===== config.mk =====
export PLATFORM = sky130hd
export DESIGN_NAME = weapon_arsenal_ctrl_flat
export DESIGN_NICKNAME = d
export VERILOG_FILES = /design/src/rtl/weapon_arsenal_ctrl_if.sv /design/src/rtl/weapon_arsenal_ctrl.sv /design/src/flat_wrapper.sv
export SDC_FILE = /design/constraint.sdc
export NUM_CORES = 1
export LEC_CHECK = 0
export BUFFER_PORTS_ARGS = -buffer_cell sky130_fd_sc_hd__buf_2
export CORE_MARGIN = 4
export CORE_UTILIZATION = 30
export DETAILED_ROUTE_END_ITERATION = 7
export PLACE_DENSITY_LB_ADDON = 0.08
export SYNTH_ARGS = -nofsm -noshare
export SYNTH_HDL_FRONTEND = slang
export SYNTH_SLANG_ARGS = --single-unit

===== constraint.sdc =====
create_clock -name clk -period 5.8 [get_ports clk]
set_input_delay 0.58 -clock clk [delete_from_list [all_inputs] [get_ports clk]]
set_output_delay 0.58 -clock clk [all_outputs]
set_load 0.02 [all_outputs]

===== src/rtl/weapon_arsenal_ctrl_if.sv =====
// ---------------------------------------------------------------------------
// weapon_arsenal_ctrl_if
//
// Groups the player-weapon control inputs and the HUD/weapon status outputs
// of weapon_arsenal_ctrl into one bundle.
//
//   in_switch       raw trigger, asynchronous, active-low (0 = pulled)
//   auto_mode       1 = keep re-firing while the trigger is held
//   next_weapon     single-cycle request to select the next weapon
//   ammo_add_valid  ammo pickup strobe
//   ammo_add_idx    weapon receiving the pickup
//   ammo_add_amt    pickup amount
//   weapon_state    one-hot controller state
//   fire_pulse      high exactly while firing
//   dry_fire        one-cycle pulse on a trigger pull with zero ammo
//   weapon_sel      current weapon index
//   ammo            ammo of the current weapon
//
// master: the game logic driving the controller. slave: the controller.
// ---------------------------------------------------------------------------
interface weapon_arsenal_ctrl_if #(
    parameter int NUM_W  = 4,
    parameter int AMMO_W = 8
);
    localparam int SEL_W = (NUM_W > 1) ? $clog2(NUM_W) : 1;

    logic              in_switch;
    logic              auto_mode;
    logic              next_weapon;
    logic              ammo_add_valid;
    logic [SEL_W-1:0]  ammo_add_idx;
    logic [AMMO_W-1:0] ammo_add_amt;
    logic [4:0]        weapon_state;
    logic              fire_pulse;
    logic              dry_fire;
    logic [SEL_W-1:0]  weapon_sel;
    logic [AMMO_W-1:0] ammo;

    modport master (
        output in_switch, auto_mode, next_weapon,
               ammo_add_valid, ammo_add_idx, ammo_add_amt,
        input  weapon_state, fire_pulse, dry_fire, weapon_sel, ammo
    );

    modport slave (
        input  in_switch, auto_mode, next_weapon,
               ammo_add_valid, ammo_add_idx, ammo_add_amt,
        output weapon_state, fire_pulse, dry_fire, weapon_sel, ammo
    );
endinterface


===== src/rtl/weapon_arsenal_ctrl.sv =====
// ---------------------------------------------------------------------------
// weapon_arsenal_ctrl
//
// Multi-weapon trigger controller. Synchronises and debounces the raw
// trigger, sequences LOADED / FIRING / COOLDOWN / FIRE_IDLE / SWITCHING,
// and keeps a saturating ammo counter per weapon.
//
// Ports:
//   clk  clock
//   rst  asynchronous, active-high reset
//   bus  weapon_arsenal_ctrl_if.slave: trigger, auto mode, weapon switch
//        request and ammo pickup in; one-hot state, fire/dry-fire pulses,
//        selected weapon and its ammo out.
// ---------------------------------------------------------------------------
module weapon_arsenal_ctrl #(
    parameter int NUM_W      = 4,
    parameter int AMMO_W     = 8,
    parameter int MAX_AMMO   = 99,
    parameter int START_AMMO = 20,
    parameter int COOLDOWN   = 4,
    parameter int SWITCH_CYC = 8,
    parameter int DB_CYC     = 3
) (
    input  logic                  clk,
    input  logic                  rst,
    weapon_arsenal_ctrl_if.slave  bus
);
    localparam int SEL_W   = (NUM_W > 1) ? $clog2(NUM_W) : 1;
    localparam int CNT_MAX = (COOLDOWN > SWITCH_CYC) ? COOLDOWN : SWITCH_CYC;
    localparam int CNT_W   = $clog2(CNT_MAX + 1);
    localparam int DB_W    = $clog2(DB_CYC + 1);

    localparam logic [CNT_W-1:0]  COOL_LOAD = CNT_W'(COOLDOWN - 1);
    localparam logic [CNT_W-1:0]  SW_LOAD   = CNT_W'(SWITCH_CYC - 1);
    localparam logic [DB_W-1:0]   DB_LAST   = DB_W'(DB_CYC - 1);
    localparam logic [AMMO_W:0]   MAX_EXT   = (AMMO_W + 1)'(MAX_AMMO);
    localparam logic [AMMO_W-1:0] START_VAL = AMMO_W'(START_AMMO);
    localparam logic [SEL_W-1:0]  LAST_SEL  = SEL_W'(NUM_W - 1);

    typedef enum logic [4:0] {
        ST_LOADED    = 5'b00001,
        ST_FIRING    = 5'b00010,
        ST_COOLDOWN  = 5'b00100,
        ST_FIRE_IDLE = 5'b01000,
        ST_SWITCHING = 5'b10000
    } state_e;

    // Trigger synchroniser and debouncer
    logic             sync1_q, sync1_d;
    logic             sync2_q, sync2_d;
    logic             trig_db_q, trig_db_d;
    logic [DB_W-1:0]  db_cnt_q, db_cnt_d;

    // Sequencer
    state_e           state_q, state_d;
    logic [CNT_W-1:0] cnt_q, cnt_d;
    logic [SEL_W-1:0] sel_q, sel_d;
    logic             fire_pulse_q, fire_pulse_d;
    logic             dry_fire_q, dry_fire_d;

    // Ammo store
    logic [AMMO_W-1:0] ammo_q [NUM_W];
    logic [AMMO_W-1:0] ammo_d [NUM_W];
    logic [AMMO_W:0]   ammo_sum;

    logic              pressed;
    logic              has_ammo;
    logic              fire_dec;
    logic [AMMO_W-1:0] cur_ammo;

    assign pressed  = !trig_db_q;
    assign cur_ammo = ammo_q[sel_q];
    assign has_ammo = (cur_ammo != '0);

    // Debounce: the filtered value follows the synchronised trigger only
    // after DB_CYC consecutive disagreeing edges; any agreement restarts.
    always_comb begin
        // NOTE: every variable gets a default before any branch so that no
        // path leaves it unassigned, which would otherwise infer a latch.
        sync1_d   = bus.in_switch;
        sync2_d   = sync1_q;
        trig_db_d = trig_db_q;
        db_cnt_d  = '0;
        if (sync2_q != trig_db_q) begin
            if (db_cnt_q == DB_LAST) begin
                trig_db_d = sync2_q;
            end else begin
                db_cnt_d = db_cnt_q + DB_W'(1);
            end
        end
    end

    // Sequencer next state. cnt is shared by COOLDOWN and SWITCHING; it is
    // loaded with length-1 on entry and the exit decision is taken at zero.
    always_comb begin
        state_d    = state_q;
        cnt_d      = cnt_q;
        sel_d      = sel_q;
        fire_dec   = 1'b0;
        dry_fire_d = 1'b0;
        unique case (state_q)
            ST_LOADED: begin
                // A trigger press outranks a weapon-switch request.
                if (pressed) begin
                    if (has_ammo) begin
                        state_d  = ST_FIRING;
                        fire_dec = 1'b1;
                    end else begin
                        state_d    = ST_FIRE_IDLE;
                        dry_fire_d = 1'b1;
                    end
                end else if (bus.next_weapon) begin
                    state_d = ST_SWITCHING;
                    cnt_d   = SW_LOAD;
                    sel_d   = (sel_q == LAST_SEL) ? '0 : sel_q + SEL_W'(1);
                end
            end
            ST_FIRING: begin
                state_d = ST_COOLDOWN;
                cnt_d   = COOL_LOAD;
            end
            ST_COOLDOWN: begin
                if (cnt_q != '0) begin
                    cnt_d = cnt_q - CNT_W'(1);
                end else if (bus.auto_mode && pressed && has_ammo) begin
                    state_d  = ST_FIRING;
                    fire_dec = 1'b1;
                end else if (pressed) begin
                    state_d = ST_FIRE_IDLE;
                end else begin
                    state_d = ST_LOADED;
                end
            end
            ST_FIRE_IDLE: begin
                // Semi-auto gate: wait for a release before re-arming.
                if (!pressed) begin
                    state_d = ST_LOADED;
                end
            end
            ST_SWITCHING: begin
                if (cnt_q != '0) begin
                    cnt_d = cnt_q - CNT_W'(1);
                end else begin
                    state_d = ST_LOADED;
                end
            end
            default: begin
                state_d = ST_LOADED;
                cnt_d   = '0;
            end
        endcase
        fire_pulse_d = (state_d == ST_FIRING);
    end

    // Ammo update at AMMO_W+1 bits so a pickup cannot wrap before the
    // saturation compare. A shot only happens with ammo > 0, so the
    // decrement never underflows. Out-of-range pickup indices match no entry.
    always_comb begin
        ammo_sum = '0;
        for (int i = 0; i < NUM_W; i++) begin
            ammo_sum = {1'b0, ammo_q[i]};
            if (fire_dec && (sel_q == SEL_W'(i))) begin
                ammo_sum = ammo_sum - (AMMO_W + 1)'(1);
            end
            if (bus.ammo_add_valid && (bus.ammo_add_idx == SEL_W'(i))) begin
                ammo_sum = ammo_sum + {1'b0, bus.ammo_add_amt};
            end
            ammo_d[i] = (ammo_sum > MAX_EXT) ? MAX_EXT[AMMO_W-1:0]
                                             : ammo_sum[AMMO_W-1:0];
        end
    end

    always_ff @(posedge clk or posedge rst) begin
        // NOTE: state is updated with non-blocking assignments so every flop
        // samples the pre-edge values regardless of statement order.
        if (rst) begin
            sync1_q      <= 1'b1;
            sync2_q      <= 1'b1;
            trig_db_q    <= 1'b1;
            db_cnt_q     <= '0;
            state_q      <= ST_LOADED;
            cnt_q        <= '0;
            sel_q        <= '0;
            fire_pulse_q <= 1'b0;
            dry_fire_q   <= 1'b0;
            // NOTE: the ammo array is a small register file whose reset value
            // is game-visible, so every entry is reset, unlike a RAM.
            for (int i = 0; i < NUM_W; i++) begin
                ammo_q[i] <= START_VAL;
            end
        end else begin
            sync1_q      <= sync1_d;
            sync2_q      <= sync2_d;
            trig_db_q    <= trig_db_d;
            db_cnt_q     <= db_cnt_d;
            state_q      <= state_d;
            cnt_q        <= cnt_d;
            sel_q        <= sel_d;
            fire_pulse_q <= fire_pulse_d;
            dry_fire_q   <= dry_fire_d;
            ammo_q       <= ammo_d;
        end
    end

    assign bus.weapon_state = state_q;
    assign bus.fire_pulse   = fire_pulse_q;
    assign bus.dry_fire     = dry_fire_q;
    assign bus.weapon_sel   = sel_q;
    assign bus.ammo         = cur_ammo;

endmodule


===== src/flat_wrapper.sv =====
// flat-port wrapper written by rule: the top's interface ports become plain ports
module weapon_arsenal_ctrl_flat 
#(
    parameter int NUM_W      = 4,
    parameter int AMMO_W     = 8,
    parameter int MAX_AMMO   = 99,
    parameter int START_AMMO = 20,
    parameter int COOLDOWN   = 4,
    parameter int SWITCH_CYC = 8,
    parameter int DB_CYC     = 3
)
  (clk, rst, bus_in_switch, bus_auto_mode, bus_next_weapon, bus_ammo_add_valid, bus_ammo_add_idx, bus_ammo_add_amt, bus_weapon_state, bus_fire_pulse, bus_dry_fire, bus_weapon_sel, bus_ammo);
  weapon_arsenal_ctrl_if #(.NUM_W(NUM_W), .AMMO_W(AMMO_W)) bus_i ();
  input  logic clk;
  input  logic rst;
  input wire logic [$bits(bus_i.in_switch)-1:0] bus_in_switch;
  input wire logic [$bits(bus_i.auto_mode)-1:0] bus_auto_mode;
  input wire logic [$bits(bus_i.next_weapon)-1:0] bus_next_weapon;
  input wire logic [$bits(bus_i.ammo_add_valid)-1:0] bus_ammo_add_valid;
  input wire logic [$bits(bus_i.ammo_add_idx)-1:0] bus_ammo_add_idx;
  input wire logic [$bits(bus_i.ammo_add_amt)-1:0] bus_ammo_add_amt;
  output wire logic [$bits(bus_i.weapon_state)-1:0] bus_weapon_state;
  output wire logic [$bits(bus_i.fire_pulse)-1:0] bus_fire_pulse;
  output wire logic [$bits(bus_i.dry_fire)-1:0] bus_dry_fire;
  output wire logic [$bits(bus_i.weapon_sel)-1:0] bus_weapon_sel;
  output wire logic [$bits(bus_i.ammo)-1:0] bus_ammo;
  assign bus_i.in_switch = bus_in_switch;
  assign bus_i.auto_mode = bus_auto_mode;
  assign bus_i.next_weapon = bus_next_weapon;
  assign bus_i.ammo_add_valid = bus_ammo_add_valid;
  assign bus_i.ammo_add_idx = bus_ammo_add_idx;
  assign bus_i.ammo_add_amt = bus_ammo_add_amt;
  assign bus_weapon_state = bus_i.weapon_state;
  assign bus_fire_pulse = bus_i.fire_pulse;
  assign bus_dry_fire = bus_i.dry_fire;
  assign bus_weapon_sel = bus_i.weapon_sel;
  assign bus_ammo = bus_i.ammo;
  weapon_arsenal_ctrl #(.NUM_W(NUM_W), .AMMO_W(AMMO_W), .MAX_AMMO(MAX_AMMO), .START_AMMO(START_AMMO), .COOLDOWN(COOLDOWN), .SWITCH_CYC(SWITCH_CYC), .DB_CYC(DB_CYC)) u_core (.clk(clk), .rst(rst), .bus(bus_i));
endmodule

# After elaboration in Yosys (flattened, before gate mapping)
# Index checks and enable logic that the tools add are counted.
dict set report totals {
  mem_bits_rw 0
  word_cells 106
  latch_bits 0
  mem_bits_ro 0
  in_bits 16
  output_inout_bits 17
  mem_count 0
  register_bits 50
}
dict set report classes {
  add_sub_neg 11
  n_lt_le_gt_ge 5
  n_mux 39
  bitwise 2
  eq_ne 17
  div_mod_pow 0
  multipliers 0
  n_reduce_logical 19
  shift 0
}
# operator n
set ops {}
lappend ops {{9-bit 2-to-1 mux} 8}
lappend ops {{8-bit 2-to-1 mux} 6}
lappend ops {{9-bit by 8-bit adder with 9-bit output} 4}
lappend ops {{9-bit by 7-bit > comparator with 1-bit output, second input constant} 4}
lappend ops {{8-bit by 1-bit subtractor with 9-bit output, second input constant} 4}
lappend ops {{5-bit 2-to-1 mux} 6}
lappend ops {{5-bit one-hot mux with 5 select lines} 1}
lappend ops {{4-bit 2-to-1 mux} 5}
lappend ops {{8-bit binary-select mux with 2-bit select} 1}
lappend ops {{4-bit one-hot mux with 4 select lines} 1}
lappend ops {{2-bit equality test, second input constant} 5}
lappend ops {{5-bit by 2-bit equality test with 1-bit output, second input constant} 2}
lappend ops {{1-bit logical AND} 10}
lappend ops {{8-bit nonzero test} 1}
lappend ops {{1-bit 2-to-1 mux} 7}
lappend ops {{2-bit 2-to-1 mux} 3}
lappend ops {{5-bit by 1-bit equality test with 1-bit output, second input constant} 1}
lappend ops {{5-bit by 3-bit equality test with 1-bit output, second input constant} 1}
lappend ops {{5-bit by 4-bit equality test with 1-bit output, second input constant} 1}
lappend ops {{5-bit equality test, second input constant} 1}
lappend ops {{2-bit by 1-bit adder with 2-bit output, second input constant} 2}
lappend ops {{2-bit by 1-bit equality test with 1-bit output, second input constant} 2}
lappend ops {{2-bit logical NOT} 2}
lappend ops {{2-bit by 1-bit != test with 1-bit output, second input constant} 2}
lappend ops {{other kinds (13)} 13}

# Longest topological paths before layout
# Gate-level depths: netlist of the first run.
dict set report logic_depth {
  ltp_word 15
  depth_mapped 21
  mapped_depth_nobuf 19
}

# Worst setup path before layout of the first run
# No wires, ideal clock.
dict set report synth_timing {
  path_type {register -> register}
  start {register u_core.sel_q[0] (netlist: u_core.bus.weapon_sel[0])}
  end {register u_core.ammo_q[28] in the netlist's numbering}
  path_buffers 3
  stages_incl_launch_ff 20
  setup_ps 73
  synth_period_minus_slack_ps 4663
  path_slack_ps 1137
  arrival_ps 4590
  path_cell_list {dfrtp_1 > buf_6 > mux4_2 > nor4_2 > a221o_1 > inv_2 > buf_6 > buf_2 > nand2_1 > nand2_1 > o21ai_0 > ha_1 > a211oi_1 > o21ai_0 > and3_1 > or4b_2 > nand3_1 > a21oi_1 > a311oi_2 > a21boi_1}
}
# item line_no
set synth_rtl {}
lappend synth_rtl {{start: declaration} weapon_arsenal_ctrl.sv:57} ;# logic [SEL_W-1:0] sel_q, sel_d;
lappend synth_rtl {{start signal: assignment} weapon_arsenal_ctrl.sv:198} ;# sel_q <= sel_d;
lappend synth_rtl {{end signal: assignment} weapon_arsenal_ctrl.sv:201} ;# ammo_q <= ammo_d;
lappend synth_rtl {{end: declaration} weapon_arsenal_ctrl.sv:62} ;# logic [AMMO_W-1:0] ammo_q [NUM_W];

==> out/metrics.cfg, run 1 <==
[die]
die-area_mm2 = 0.0182
die_h_um = 135
core.rowCount = 46
coreArea_mm2 = 0.0158
initial_utilization = 0.306
io_pins = 33
die_w_um = 135

[clocking]
hold_buffers = 0
clkSlewWorstSetupHoldPaths_ns = 0.08
insertion_delay_ns = 0.31
cts_tree = built
clk_path_buf_depth = 2
htree_levels = 2
root_buffer = clkbuf_16
cts_buffers = 5
cts.sinks = 50

[grt]
grtUsageTotal = 0.172
gr-total-overflow = 0
grt_pass1_wl_mm = 24.2
grt_pass1_vias = 4251
antenna_found_initial = 0
grt_max_degree = 27

[routing]
drt-total-wl_mm = 15.1
first_iter_violations = 269
firstDrtPassIters = 5
top_layer_used = met4
drc = 0
wl_met1_mm = 7.40
wl_met3_um = 513
vias_per_cell = 5.22
drtAntennaViolNets = 0
vias = 4325
wl_per_cell_um = 18.2
wl_met2_mm = 7.01

[cells_and_area]
fin_nets = 674
area_growth_pct = 11.3
fin_util = 0.340
design_area_mm2 = 0.00538
drive_gt1_frac = 0.147
diodes = 0

[setup_path]
cpMaxStageDelayCell = dfrtp_2
cp_max_fo = 21
critPathArrivalTime_ns = 5.33
startpoint_type = flip-flop
reg2reg_from = u_core.bus.weapon_sel[0]
reg2reg_to = u_core.ammo_q[2]
reg2reg_slack_ns = 0.71
critPathMaxStageDelay_ns = 0.58
cpMostUsedCell = a21oi_1
end_kind = flip-flop
ff2ff_path_depth = 17
cp.required_ns = 6.04
cp_cell_sequence = mux4_2, nor4_2, a221o_1, inv_2, nand2_1, nor2_1, a21oi_1, inv_1, ha_1, a21oi_1, o211ai_1, o41ai_1, mux2i_1, a31oi_1, mux2_2, or2_0, and3_1
setup.worst_path.class = reg2reg

[placed_design]
portBuffers = 32
place_area_mm2 = 0.00523
dp_hpwl_mm = 12.2
dpl_worst_slack_ns = 0.603
finalWeightedCongestion = 0.817

[timing]
setup_tns_ns = 0
max_freq_ghz = 0.196
finalSetupViolCount = 0
worst_slew_pin_slew_ns = 0.821
grt_setup_unrepaired = no
drv_slew = 0
hold_viol = 0
setup_slack_ns = 0.710
min_period_ns = 5.09
max_slew_margin = 0.451
fin_skew_ns = 0.00804
min_period_over_period = 0.878

[power_and_ir_drop]
leakage_nw = 2.28
power_density_mw_per_mm2 = 322
peakVddDrop_uv = 138
total_power_mw = 1.73

[yosys]
synth_seq_area_share = 0.262
syn_area_per_cell_um2 = 8.31
synth_top_area_frac = 0.197
synthArstFlopShare = 1.00
yosys.area.top_type = dfrtp_1
postSynthCellCount = 582
synthTopCellsByArea = dfrtp_1, ha_1, dfstp_2
yosys.cell_types.count = 67
synth_common_cells = nand2_1, nor2_1, ha_1
ys_warn_count = 0
synthFlopType = dfrtp_1
synth_most_common_cell = nand2_1
synth_enable_flop_cells = 0
ys_ff_latch = 50
syn_area_mm2 = 0.00484

[min_path]
hp-class = in2async

[flow_run]
maxCapViolCount = 0

[outcome]
status = finished clean

per-layer routing:
| layer | GRT usage | vias to the layer above |
|---|---|---|
| li1 | - | 2184 |
| met1 | 0.248 | 2054 |
| met2 | 0.277 | 78 |
| met3 | 0.0209 | 9 |
| met4 | 0.0353 | 0 |
| met5 | 0 | - |
worst max-delay path, delay by kind of cell, from the launching register on:
family / cells / cell delay (ns)
compound gates: 6 / 1.47
fa+ha+maj: 1 / 0.28
buf+inv: 2 / 0.27
flops: 1 / 0.58
mux: 3 / 1.20
simple gates: 5 / 1.20
placed cells by master (no fill, tap or decap), drive strengths merged, types with 23 or more instances in the layout:
master	count
dfrtp	38
nor2	49
o21ai	36
a21oi	24
xnor2	28
nor3	30
ha	42
nand2	65
inv	38
buf	36
nand3	23
through the flow:
step	hold slack (ns)	cells
after CTS	0.338	829
after floorplan	0.345	585
after global placement	0.349	821
after detailed placement	0.347	821
after global routing	0.358	829
final	0.314	829
cell type report:
cell class                      count  area, µm²
Inverter                           36        135
Clock buffer                        5        125
Sequential cell                    50       1270
Clock inverter                      3       26.3
Timing Repair Buffer               36        190
Tap cell                          216        270
Multi-Input combinational cell    483       3370
Fill cell                        1680      10400
where the power goes:
group	total, mW	internal (mW)	switching (mW)
combinational	0.873	0.343	0.530
sequential	0.537	0.423	0.115
clock	0.321	0.165	0.157
flip-flops by register name, summed over array words and instances, names as in the netlist:
register / count
u_core.bus.fire_pulse: 1
u_core.cnt_q: 4
u_core.sync1_q: 1
u_core.ammo_q: 32
u_core.bus.dry_fire: 1
u_core.trig_db_q: 1
u_core.bus.weapon_sel: 2
u_core.bus.weapon_state: 5
u_core.sync2_q: 1
u_core.db_cnt_q: 2
logic make-up (layout without fill, tap and decap cells):
kind of cell,after synthesis,in the layout,share of synthesized area
AOI/OAI and AO/OA,136,136,0.192
xor gates and xnor gates,40,40,0.0724
adders and majority gates,46,46,0.125
buffers and inverters,52,80,0.0442
DFF,50,50,0.262
muxes,12,12,0.0460
other,1,4,0.000775
and+or+nand+nor,245,245,0.257
what timing repair did:
action | CTS | global route
hold endpoints to repair | 0 | 0
setup buffers | 0 | 0
resized for setup | 0 | 1
setup endpoints to repair | 0 | 3
how the worst max path moves through the flow:
stage | startpoint | depth (start not counted) | slack [ns] | endpoint
after floorplan | u_core.bus.weapon_sel[0] | 19 | 1.14 | u_core.ammo_q[28]
after global placement | u_core.bus.weapon_sel[0] | 17 | 0.63 | u_core.ammo_q[2]
after detailed placement | u_core.bus.weapon_sel[0] | 17 | 0.60 | u_core.ammo_q[2]
after CTS | u_core.bus.weapon_sel[0] | 17 | 0.52 | u_core.ammo_q[2]
after global routing | u_core.bus.weapon_sel[0] | 17 | 0.20 | u_core.ammo_q[2]
final | u_core.bus.weapon_sel[0] | 17 | 0.71 | u_core.ammo_q[2]
Power figures use the tool's default switching activity.
==> run 2, diff against run 1 <==
Settings changed: ABC_AREA set to 1, CTS_BUF_LIST set to sky130_fd_sc_hd__clkbuf_16, SKIP_LAST_GASP set to 1.
==> run 2 against run 1 <==
Register-to-register slack improved by 0.53 ns. Worst setup slack better by 0.53 ns. Combinational power rose by 55%. Non-clock buffer count decreased by 1. Synthesized cell count rose by 41%. Count of clock-buffer cells in the layout is the same. Clock skew down 0.0037 ns. Final area grew 7.9%. Via count increased by 17%. Maximum frequency rose by 12%.
==> out/metrics.cfg, run 2 <==
[outcome]
status = finished clean

[yosys]
synth_enable_flop_cells = 0  ; unchanged
synth_common_cells = nand2_1, inv_1, nand3_1
synth_fa_ha_area_frac = 0.115  ; -0.0102
synth_top_area_frac = 0.181  ; -0.0161
syn_area_mm2 = 0.00527  ; +8.9%
yosys.cell_types.count = 39  ; -42%
postSynthCellCount = 820  ; +41%
yosys.area.top_type = dfrtp_1
synthTopCellsByArea = dfrtp_1, nand2_1, inv_1
synth_seq_area_share = 0.240  ; -0.0214
ys_warn_count = 0  ; unchanged
syn_area_per_cell_um2 = 6.42  ; -23%
synthArstFlopShare = 1.00  ; unchanged
synth-simple-area-share = 0.382  ; +0.125
synth_top_family_by_area = simple AND/OR/NAND/NOR gates
synth_xor_area_frac = 0.0466  ; -0.0259
ys_ff_latch = 50  ; unchanged
synthFlopType = dfrtp_1
synth_compound_area_frac = 0.0855  ; -0.107
synthMuxAreaShare = 0  ; -0.0460
synth_most_common_cell = nand2_1

[cells_and_area]
layout.cells.most_common_list = nand2_1, inv_1, nand3_1
drive_gt1_frac = 0.0992  ; -0.0476
multiInputGateArea_mm2 = 0.00333  ; -1.0%
regArea_mm2 = 0.00127  ; about the same
area_growth_pct = 10.3
fillerInstances = 1900  ; +13%
final_common_cell = nand2_1
largest_reg_flops = 32  ; unchanged
fin_nets = 918  ; +36%
diodes = 0  ; unchanged
top_register = u_core.ammo_q

[setup_path]
crit_buf_inv = 4  ; +2
reg2reg_from = u_core.bus.weapon_sel[0]
end_kind = flip-flop
reg2reg_slack_ns = 1.24  ; +0.53 ns
critPathMaxStageDelay_ns = 0.73  ; +0.15 ns
startpoint_type = flip-flop
cpMaxStageDelayCell = dfrtp_1
setup.worst_path.class = reg2reg
cp-startpoint = u_core.bus.weapon_sel[0]
crit_family = simple AND/OR/NAND/NOR gates
cpMostUsedCell = nand2_1
cp_max_fo = 32  ; +52%
cp.required_ns = 5.99  ; -0.05 ns
critPathArrivalTime_ns = 4.75  ; -0.58 ns

[grt]
busiest_layer = met2
grt_pass1_wl_mm = 25.1  ; +3.5%
grt_use_met2 = 0.264  ; -0.0135
grt_pass1_vias = 5030  ; +18%
grt_max_degree = 51  ; +89%
antenna_found_initial = 0  ; unchanged
grt_use_met3 = 0.0232  ; +0.00235
grtUsageTotal = 0.158  ; -0.0136
gr-total-overflow = 0  ; unchanged
grtUsageMet1 = 0.212  ; -0.0366

[routing]
drc = 0  ; unchanged
drtAntennaViolNets = 0  ; unchanged
vias = 5052  ; +17%
wl_per_cell_um = 14.3  ; -21%
drt-total-wl_mm = 15.5  ; +2.8%
first_iter_violations = 281  ; +4.5%
firstDrtPassIters = 4  ; -1
vias_per_cell = 4.67  ; -11%

[power_and_ir_drop]
power_density_mw_per_mm2 = 378  ; +17%
leakage_nw = 3.10  ; +36%
total_power_mw = 2.20  ; +27%
peakVddDrop_uv = 164  ; +19%

[timing]
grt_setup_unrepaired = no
finalSetupViolCount = 0  ; unchanged
min_period_over_period = 0.787  ; -0.0908
min_period_ns = 4.56  ; -0.527 ns
hold_viol = 0  ; unchanged
drv_slew = 0  ; unchanged
worst_slew_pin_slew_ns = 0.997  ; +0.177 ns
fin_skew_ns = 0.00435  ; -0.00369 ns
max_slew_margin = 0.330  ; -0.121
max_freq_ghz = 0.219  ; +12%
setup_tns_ns = 0  ; unchanged

[placed_design]
dp_hpwl_mm = 12.6  ; +3.3%
finalWeightedCongestion = 0.862  ; +5.5%
portBuffers = 32  ; unchanged

[clocking]
cts_tree = built
root_buffer = clkbuf_16
cts_buffers = 5  ; unchanged
clk_path_buf_depth = 2  ; unchanged
insertion_delay_ns = 0.29  ; -0.02 ns
htree_levels = 2  ; unchanged
cts_resized = 0  ; unchanged
clkSlewWorstSetupHoldPaths_ns = 0.07  ; about the same
hold_buffers = 0  ; unchanged
cts.sinks = 50  ; unchanged
post_cts_buffers = 0  ; unchanged

[die]
die_w_um = 141  ; +4.1%
coreArea_mm2 = 0.0172  ; +8.9%
die-area_mm2 = 0.0197  ; +8.4%
io_pins = 33  ; unchanged
die_h_um = 141  ; +4.1%
initial_utilization = 0.306  ; about the same
core.rowCount = 48  ; +4.3%

[min_path]
min_from = u_core.sync1_q
hp-class = reg2reg

[flow_run]
maxCapViolCount = 0  ; unchanged

## run 2: cell count changes in the layout (fill, tap and decap cells not counted), sizes merged, moves of 19 or more
cell	delta
inv	+122
nand2	+160
xnor2	-22
nor2	+19
nand3	+81
nor3	-20
## run 2: path summary, 6_finish.rpt
path / to / cells past startpoint
setup / recovery: u_core.ammo_q[11] / 28
hold / removal: u_core.sync2_q / 0
hold reg to reg: u_core.sync2_q / 0
max in group asynchronous: u_core.ammo_q[16] / 3
min in group asynchronous: u_core.db_cnt_q[1] / 3
setup reg to reg: u_core.ammo_q[11] / 28
## run 2: logic make-up after synthesis
group,count (synthesis)
adder cells (fa/ha/maj),46
other,1
AO/OA/AOI/OAI,82
buffers and inverters,168
flip-flops,50
XOR/XNOR,28
AND/OR/NAND/NOR,445
## run 2: layout make-up
| cell class | count | share of cell area |
|---|---|---|
| Clock buffer | 5 | 0.0215 |
| Clock inverter | 3 | 0.00323 |
| Inverter | 159 | 0.104 |
| Multi-Input combinational cell | 605 | 0.574 |
| Sequential cell | 50 | 0.218 |
| Tap cell | 225 | 0.0484 |
| Timing Repair Buffer | 35 | 0.0314 |
## run 2: per-layer routing
| metal | vias up | wire, µm | share of wire |
|---|---|---|---|
| li1 | 2676 | - | - |
| met5 | - | 0 | 0 |
| met2 | 65 | 7130 | 0.46 |
| met4 | 0 | 401 | 0.026 |
| met3 | 16 | 466 | 0.030 |
| met1 | 2295 | 7480 | 0.48 |
## run 2: per-stage QoR
stage / area, µm² / hold slack [ns] / cells / setup slack (ns) / utilization
after global routing: 5810 / 0.364 / 1082 / 0.570 / 0.337
after detailed placement: 5670 / 0.353 / 1074 / 1.25 / 0.329
final: 5810 / 0.358 / 1082 / 1.24 / 0.337
after floorplan: 5280 / 0.345 / 823 / 2.08 / -
after CTS: 5810 / 0.359 / 1082 / 1.24 / 0.337
after global placement: 5670 / 0.348 / 1074 / 1.34 / 0.329
## run 2: power breakdown
group / switching [mW] / internal [mW] / leakage, nW
Combinational: 0.899 / 0.447 / 2.48
Clock: 0.130 / 0.158 / 0.0672
Sequential: 0.119 / 0.442 / 0.556
Total: 1.15 / 1.05 / 3.10
